### src/rtl/ibex_trace_buffer.sv
// RVFI retirement trace buffer: stream FIFO or trigger-capture ring, drained via valid/ready.
// Optional feature macro: IBEX_TRACE_BUF_TIMESTAMP_EN appends mcycle[31:0] as the record MSBs.
module ibex_trace_buffer #(
  parameter int unsigned Depth    = 16,
  parameter bit          TrigMode = 1'b0,
  parameter int unsigned PostTrig = 4,
`ifdef IBEX_TRACE_BUF_TIMESTAMP_EN
  localparam int unsigned RecW    = 135
`else
  localparam int unsigned RecW    = 103
`endif
) (
  input  logic                       clk_i,
  input  logic                       rst_i,
  input  logic                       rvfi_valid_i,
  input  logic [31:0]                rvfi_pc_rdata_i,
  input  logic [31:0]                rvfi_insn_i,
  input  logic [4:0]                 rvfi_rd_addr_i,
  input  logic [31:0]                rvfi_rd_wdata_i,
  input  logic                       rvfi_trap_i,
  input  logic                       rvfi_intr_i,
  input  logic [63:0]                rvfi_ext_mcycle_i,
  input  logic                       enable_i,
  input  logic                       trig_i,
  input  logic                       clear_i,
  output logic                       out_valid_o,
  input  logic                       out_ready_i,
  output logic [RecW-1:0]            out_data_o,
  output logic [$clog2(Depth):0]     count_o,
  output logic [15:0]                overflow_cnt_o,
  output logic                       frozen_o
);

  localparam int unsigned PtrW = $clog2(Depth);
  localparam int unsigned CntW = PtrW + 1;

  typedef enum logic [1:0] {ARMED, POST, FROZEN} state_e;

  state_e            state_q, state_d;
  logic [PtrW-1:0]   wr_ptr_q, wr_ptr_d;
  logic [PtrW-1:0]   rd_ptr_q, rd_ptr_d;
  logic [CntW-1:0]   count_q, count_d;
  logic [15:0]       ovf_q, ovf_d;
  logic [PtrW-1:0]   post_cnt_q, post_cnt_d;
  logic [RecW-1:0]   mem_q [Depth];

  logic [RecW-1:0]   rec_c;
  logic              push_att_c;
  logic              pop_c;
  logic              full_c;
  logic              we_c;
  logic              unused_mcycle;

  // Record packing; the pc field sits in the LSBs.
`ifdef IBEX_TRACE_BUF_TIMESTAMP_EN
  assign rec_c = {rvfi_ext_mcycle_i[31:0], rvfi_intr_i, rvfi_trap_i, rvfi_rd_addr_i,
                  rvfi_rd_wdata_i, rvfi_insn_i, rvfi_pc_rdata_i};
  assign unused_mcycle = ^rvfi_ext_mcycle_i[63:32];
`else
  assign rec_c = {rvfi_intr_i, rvfi_trap_i, rvfi_rd_addr_i,
                  rvfi_rd_wdata_i, rvfi_insn_i, rvfi_pc_rdata_i};
  assign unused_mcycle = ^rvfi_ext_mcycle_i;
`endif

  // Drain side: show-ahead head record; trigger mode only releases data once frozen.
  assign full_c         = (count_q == CntW'(Depth));
  assign out_valid_o    = TrigMode ? ((state_q == FROZEN) && (count_q != '0)) : (count_q != '0);
  assign out_data_o     = mem_q[rd_ptr_q];
  assign count_o        = count_q;
  assign overflow_cnt_o = ovf_q;
  assign frozen_o       = (state_q == FROZEN);

  assign push_att_c = rvfi_valid_i && enable_i && (state_q != FROZEN) && !clear_i;
  assign pop_c      = out_valid_o && out_ready_i && !clear_i;

  // Next-state: pointers, occupancy, overflow counter and capture FSM.
  always_comb begin
    state_d    = state_q;
    wr_ptr_d   = wr_ptr_q;
    rd_ptr_d   = rd_ptr_q;
    count_d    = count_q;
    ovf_d      = ovf_q;
    post_cnt_d = post_cnt_q;
    we_c       = 1'b0;

    if (clear_i) begin
      state_d    = ARMED;
      wr_ptr_d   = '0;
      rd_ptr_d   = '0;
      count_d    = '0;
      ovf_d      = '0;
      post_cnt_d = '0;
    end else if (!TrigMode) begin
      if (pop_c) rd_ptr_d = rd_ptr_q + PtrW'(1);
      if (push_att_c) begin
        if (full_c && !pop_c) begin
          if (ovf_q != 16'hFFFF) ovf_d = ovf_q + 16'd1;
        end else begin
          we_c     = 1'b1;
          wr_ptr_d = wr_ptr_q + PtrW'(1);
        end
      end
      count_d = count_q + CntW'(we_c) - CntW'(pop_c);
    end else begin
      // Pushes never happen in FROZEN and pops only happen there, so they are exclusive.
      if (pop_c) begin
        rd_ptr_d = rd_ptr_q + PtrW'(1);
        count_d  = count_q - CntW'(1);
      end
      if (push_att_c) begin
        we_c     = 1'b1;
        wr_ptr_d = wr_ptr_q + PtrW'(1);
        if (full_c) rd_ptr_d = rd_ptr_q + PtrW'(1);
        else        count_d  = count_q + CntW'(1);
      end
      case (state_q)
        ARMED: begin
          if (trig_i || (push_att_c && rvfi_trap_i)) begin
            if (PostTrig == 0) begin
              state_d = FROZEN;
            end else begin
              state_d    = POST;
              post_cnt_d = PtrW'(PostTrig);
            end
          end
        end
        POST: begin
          if (push_att_c) begin
            post_cnt_d = post_cnt_q - PtrW'(1);
            if (post_cnt_q == PtrW'(1)) state_d = FROZEN;
          end
        end
        default: ;
      endcase
    end
  end

  // Control registers with asynchronous reset.
  always_ff @(posedge clk_i or posedge rst_i) begin
    if (rst_i) begin
      state_q    <= ARMED;
      wr_ptr_q   <= '0;
      rd_ptr_q   <= '0;
      count_q    <= '0;
      ovf_q      <= '0;
      post_cnt_q <= '0;
    end else begin
      state_q    <= state_d;
      wr_ptr_q   <= wr_ptr_d;
      rd_ptr_q   <= rd_ptr_d;
      count_q    <= count_d;
      ovf_q      <= ovf_d;
      post_cnt_q <= post_cnt_d;
    end
  end

  // Record storage, not reset.
  always_ff @(posedge clk_i) begin
    if (we_c) mem_q[wr_ptr_q] <= rec_c;
  end

endmodule

### config.mk
export PLATFORM = sky130hd
export DESIGN_NAME = ibex_trace_buffer
export DESIGN_NICKNAME = d
export VERILOG_FILES = /design/src/rtl/ibex_trace_buffer.sv
export SDC_FILE = /design/constraint.sdc
export NUM_CORES = 2
export LEC_CHECK = 0
export ABC_AREA = 1
export CAP_MARGIN = 20
export CORE_MARGIN = 8
export CORE_UTILIZATION = 43
export CTS_BUF_LIST = sky130_fd_sc_hd__clkbuf_8 sky130_fd_sc_hd__clkbuf_16
export DETAILED_ROUTE_END_ITERATION = 10
export DONT_BUFFER_PORTS = 1
export PLACE_DENSITY_LB_ADDON = 0.08
export SETUP_SLACK_MARGIN = 0.02
export SKIP_CTS_REPAIR_TIMING = 1
export SLEW_MARGIN = 25
export SYNTH_ARGS = -nofsm -noshare
export SYNTH_HDL_FRONTEND = slang
export SYNTH_SLANG_ARGS = --single-unit
### constraint.sdc
create_clock -name clk_i -period 7.6 [get_ports clk_i]
set_input_delay 1.52 -clock clk_i [delete_from_list [all_inputs] [get_ports clk_i]]
set_output_delay 1.52 -clock clk_i [all_outputs]
set_load 0.05 [all_outputs]
# After elaboration in Yosys (flattened, before gate mapping)

Memories as Yosys holds them, arrays and structs flattened.
Index checks and enable logic that the tools add are counted.

Register bits: 29
RAM bits: 1648
Bits of input ports: 174
Output and inout port bits: 126
Logic and storage cells: 43
Memories kept: 1

Memory list:

| memory | depth | width | read ports | clocked after memory_dff | wr ports | line | source |
|---|---|---|---|---|---|---|---|
| mem_q  | 16    | 103   | 1          | 0                        | 1        | 45   | `logic [RecW-1:0] mem_q [Depth];` |

$add $sub $neg: 5
Eq/ne operators: 3
Muxes and demuxes: 16
Reduce and logical (&&, ||, !) cells: 14

Operator list:

| cell                                           | number |
|---|---|
| 2-to-1 mux 16 bit                              | 4 |
| 2-to-1 mux 4 bit                               | 5 |
| adder 16 x 1 -> 16 bit (second input constant) | 1 |
| != test 16 bit (second input constant)         | 1 |
| adder 4 x 1 -> 4 bit (second input constant)   | 2 |
| nonzero test 2 bit                             | 4 |
| 2-to-1 mux 1 bit                               | 6 |
| adder 5 x 1 -> 5 bit                           | 1 |
| == test 5 bit (second input constant)          | 1 |
| logical AND 1 bit                              | 5 |
| 2-to-1 mux 5 bit                               | 1 |
| nonzero test 5 bit                             | 1 |
| subtractor 5 x 1 -> 5 bit                      | 1 |
| AND reduction 3 bit                            | 1 |
| logical NOT 1 bit                              | 2 |
| != test 2 bit (second input constant)          | 1 |
| AND reduction 2 bit                            | 1 |

# Depth between registers and ports, before layout

Word-level depth: 11
Gate-level depth with buffers: 16
Gate-level depth less buffers: 16

# Least setup slack after synthesis

Ideal clock, no wire load.

Path type: input -> register
Start point: input clear_i
End point: memory mem_q[0][0] (enable)
Library setup time: 0.566 ns
Arrival: 6.649 ns
Required time: 7.034 ns
Slack: 0.384 ns
Stages on the path: 5
Cell sequence: inv_1 > clkbuf_1 > clkbuf_1 > nand2_1 > nor2_1

Cells in the longest elaborated chain, start to end: 10
Elaborated cells between the ends (all ways): 11

Ends and longest elaborated chain:

| what                                       | line   | source |
|---|---|---|
| from (decl)                                | 25     | `input logic clear_i,` |
| logical NOT 1 bit                          | 73, 74 |  |
| logical AND 1 bit                          | 74     | `assign pop_c = out_valid_o && out_ready_i && !clear_i;` |
| logical NOT 1 bit                          | 96     | `if (full_c && !pop_c) begin` |
| logical AND 1 bit                          | 96     |  |
| 2-to-1 mux 1 bit                           | 96     |  |
| 2-to-1 mux 1 bit                           | 95     | `if (push_att_c) begin` |
| 2-to-1 mux 1 bit                           | 86     | `if (clear_i) begin` |
| 2-to-1 mux 1 bit (*)                       | 86     |  |
| 2-to-1 mux 1 bit (*)                       | 159    | `if (we_c) mem_q[wr_ptr_q] <= rec_c;` |
| 2-to-1 mux 1 bit (not written as such) (*) | 159    |  |
| to (decl)                                  | 45     |  |

Every way passes the cells marked *; elsewhere a longest branch is shown, timed or not. The select of a mux whose other input is x is not followed.

# Worst setup path after layout

Start point: register rd_ptr_q[2]
End point: output out_data_o[53]

Cells in the longest elaborated chain, start to end: 1

Ends and longest elaborated chain:

| what                       | line | source |
|---|---|---|
| from (decl)                | 41   | `logic [PtrW-1:0] rd_ptr_q, rd_ptr_d;` |
| from (signal assigned)     | 150  | `rd_ptr_q <= rd_ptr_d;` |
| memory read (16 x 103 bit) | -    |  |
| to (decl)                  | 28   | `output logic [RecW-1:0] out_data_o,` |

No other way between the ends.

==> flow_summary_export.csv <==
group,metric,value,unit
pwr,irDropWorstVdd,0.208,mV
critical_path,cp_max_fo,57,
grt,grt_util_all_layers,19.0,%
worst_hold_path,hp-start,"wr_ptr_q[3]",
route,antenna_left,0,
timing,period_share,70.9,%
synthesis,yosys.area.top_type_share,72.4,%
run,drv_cap,0,
floorplan,pin_count,300,
floorplan,die-area,172000,µm²
clock_network,cts.path.max_buffers,3,
placement,numPortBuffers,0,
floorplan,floorplan.initialDensity,43.2,%
floorplan,rows,146,
synthesis,synth-seq-area-share,73.5,%
grt,grt_pass1_vias,38000,
synthesis,yosys_warnings,0,
clock_network,root_buffer,"clkbuf_16",
worst_hold_path,min_to,"wr_ptr_q[3]",
clock_network,tritoncts,"done",
timing,fmax,0.186,GHz
synthesis,yosys.area.top_type,"edfxtp_1",
timing,grt_setup_unrepaired,"no",
clock_network,cts_buffers,183,
route,dr.pass1.iters,5,
grt,grt_max_degree,217,
critical_path,path_class,"reg -> out",
critical_path,startpoint_type,"register",
critical_path,crit_path_end_kind,"output port",
route,wl_per_cell,22.0,µm
critical_path,crit_required,6080,ps
critical_path,reg2regPathDepth,10,
critical_path,r2r-start,"count_o[2]",
pwr,p_leak,26.5,nW
grt,grt_overflow,0,
worst_hold_path,hold_depth,2,
synthesis,ys_types,29,
route,dr.first_iter.drc_count,2941,
final_layout,drive_gt1_share,5.75,%
floorplan,die_x,415,µm
timing,slew_headroom,21.9,%
route,drcViolationCount,0,
timing,finalSetupViolations,0,
critical_path,cp-startpoint,"rd_ptr_q[2]",
synthesis,syn_avg_cell_area,12.5,µm²
synthesis,ys_seq_elements,1677,
clock_network,cts.clk_slew.worst_paths,60,ps
synthesis,ys_top_cells_by_area,"edfxtp_1 72%, inv_1 4.7%, nand3_1 4.7%",
final_layout,final_common_cell,"edfxtp_1",
timing,fin_setup_tns,0,ps
floorplan,die_y,415,µm
timing,timing.final.hold_violations,0,
timing,final.min_clock_period,5390,ps
synthesis,syn_nets,5669,
final_layout,syn_to_final_growth,10.9,%
synthesis,syn_area,68300,µm²
final_layout,final_cell_mix,"1,648 x edfxtp_1, 911 x inv_1, 639 x nand3_1",
route,viasPerCell,5.21,
timing,worst_pin_slew,1170,ps
critical_path,r2r_slack,3580,ps
outcome,status,"finished, final reports clean",
route,routed_wl,168000,µm
clock_network,htreeDepth,4,
pwr,pwr_density_cell,302,nW/µm²
floorplan,core,158000,µm²
timing,maxSlewViolCount,0,
grt,antenna_found_initial,0,
route,num_vias,39600,
pwr,power,22.9,mW
clock_network,clock-sinks,1677,
final_layout,fin_nets,5572,
clock_network,clock_latency,800,ps
grt,grt_pass1_wl,248000,µm
critical_path,reg2reg_to,"mem_q[10][59]",
synthesis,postSynthCellCount,5482,
placement,gp_congestion,0.733,
worst_hold_path,hp-class,"reg -> reg",
placement,dp.final_hpwl,77600,µm
critical_path,worstPathArrival,3870,ps
final_layout,diodes,0,
timing,skew,22.8,ps
-- power breakdown --
group	switching (mW)	total, mW	internal, mW	leakage, nW
sequential	0.174	10.4	10.2	15.2
clock	3.50	8.08	4.59	2.88
combinational	3.36	4.43	1.07	8.39
-- worst max-delay path by stage --
stage,slack [ps],endpoint
global route,1990,out_data_o[88]
floorplan,380,mem_q[0][0]
global placement,2960,out_data_o[6]
detailed placement,2970,out_data_o[6]
CTS,2080,out_data_o[6]
finish,2210,out_data_o[53]
-- sequential cells by signal, indices dropped and copies added, names as in the netlist --
signal          count
overflow_cnt_o     16
mem_q            1648
rd_ptr_q            4
count_o             5
wr_ptr_q            4
-- synthesized netlist by cell type --
master / number
a31oi_1: 1
o211ai_1: 413
o21bai_1: 3
buf_2: 142
ha_1: 12
nand3_2: 1
or2_2: 1
clkinv_1: 1
nand3_1: 639
xor2_1: 4
buf_1: 43
clkbuf_1: 155
o21ai_1: 1
buf_6: 5
dfrtp_1: 29
nand4_1: 4
o21ai_0: 433
nand3b_1: 1
nor2_1: 53
nand2_1: 605
nor3_1: 2
inv_1: 858
buf_4: 5
edfxtp_1: 1648
a21oi_1: 416
conb_1: 1
xnor2_1: 4
fa_1: 1
inv_2: 1
-- per-layer routing --
layer / up-vias / share of wire (%) / global-route usage, % / routed length (µm)
met5: - / 0 / 0 / 0
met4: 0 / 2.5 / 5.06 / 4160
met3: 244 / 4.9 / 4.18 / 8150
met2: 656 / 50 / 33.2 / 83300
met1: 19400 / 43 / 23.9 / 71900
li1: 19300 / - / - / -
-- critical path, cell delays in order (launching register included) --
cell	delay, ps
dfrtp_4	810
buf_4	560
buf_4	820
nand3_1	180
nand3_1	130
nand2_1	460
-- cells by family (layout without fill, tap and decap cells) --
group,after synthesis,after routing,share of synthesized area [%]
flops,1677,1677,73.5
compound gates,1267,1267,10.8
other cells,1,1,0.00549
simple gates,1306,1306,8.38
fa+ha+maj,13,13,0.249
buf+inv,1210,1256,6.99
xor+xnor,8,8,0.103
-- cell type report --
class	count	area, µm²
Multi-Input combinational cell	2595	13500
Clock inverter	141	762
Sequential cell	1677	50200
Tap cell	2072	2590
Timing Repair Buffer	68	836
Inverter	860	3240
Clock buffer	187	4680
Fill cell	13900	82400
-- metrics by stage --
stage	std cells	instance area, µm²	worst slack (ps)	utilization, %	hold WS, ps
2_1_floorplan	5482	68300	384	-	547
3_3_place_gp	7272	70400	2960	44.5	630
3_5_place_dp	7272	70400	2970	44.5	636
4_1_cts	7600	75800	2080	47.9	638
5_1_grt	7600	75800	1990	47.9	684
6_report	7600	75800	2210	47.9	647
Note: power is estimated with default switching activity, not from simulation.
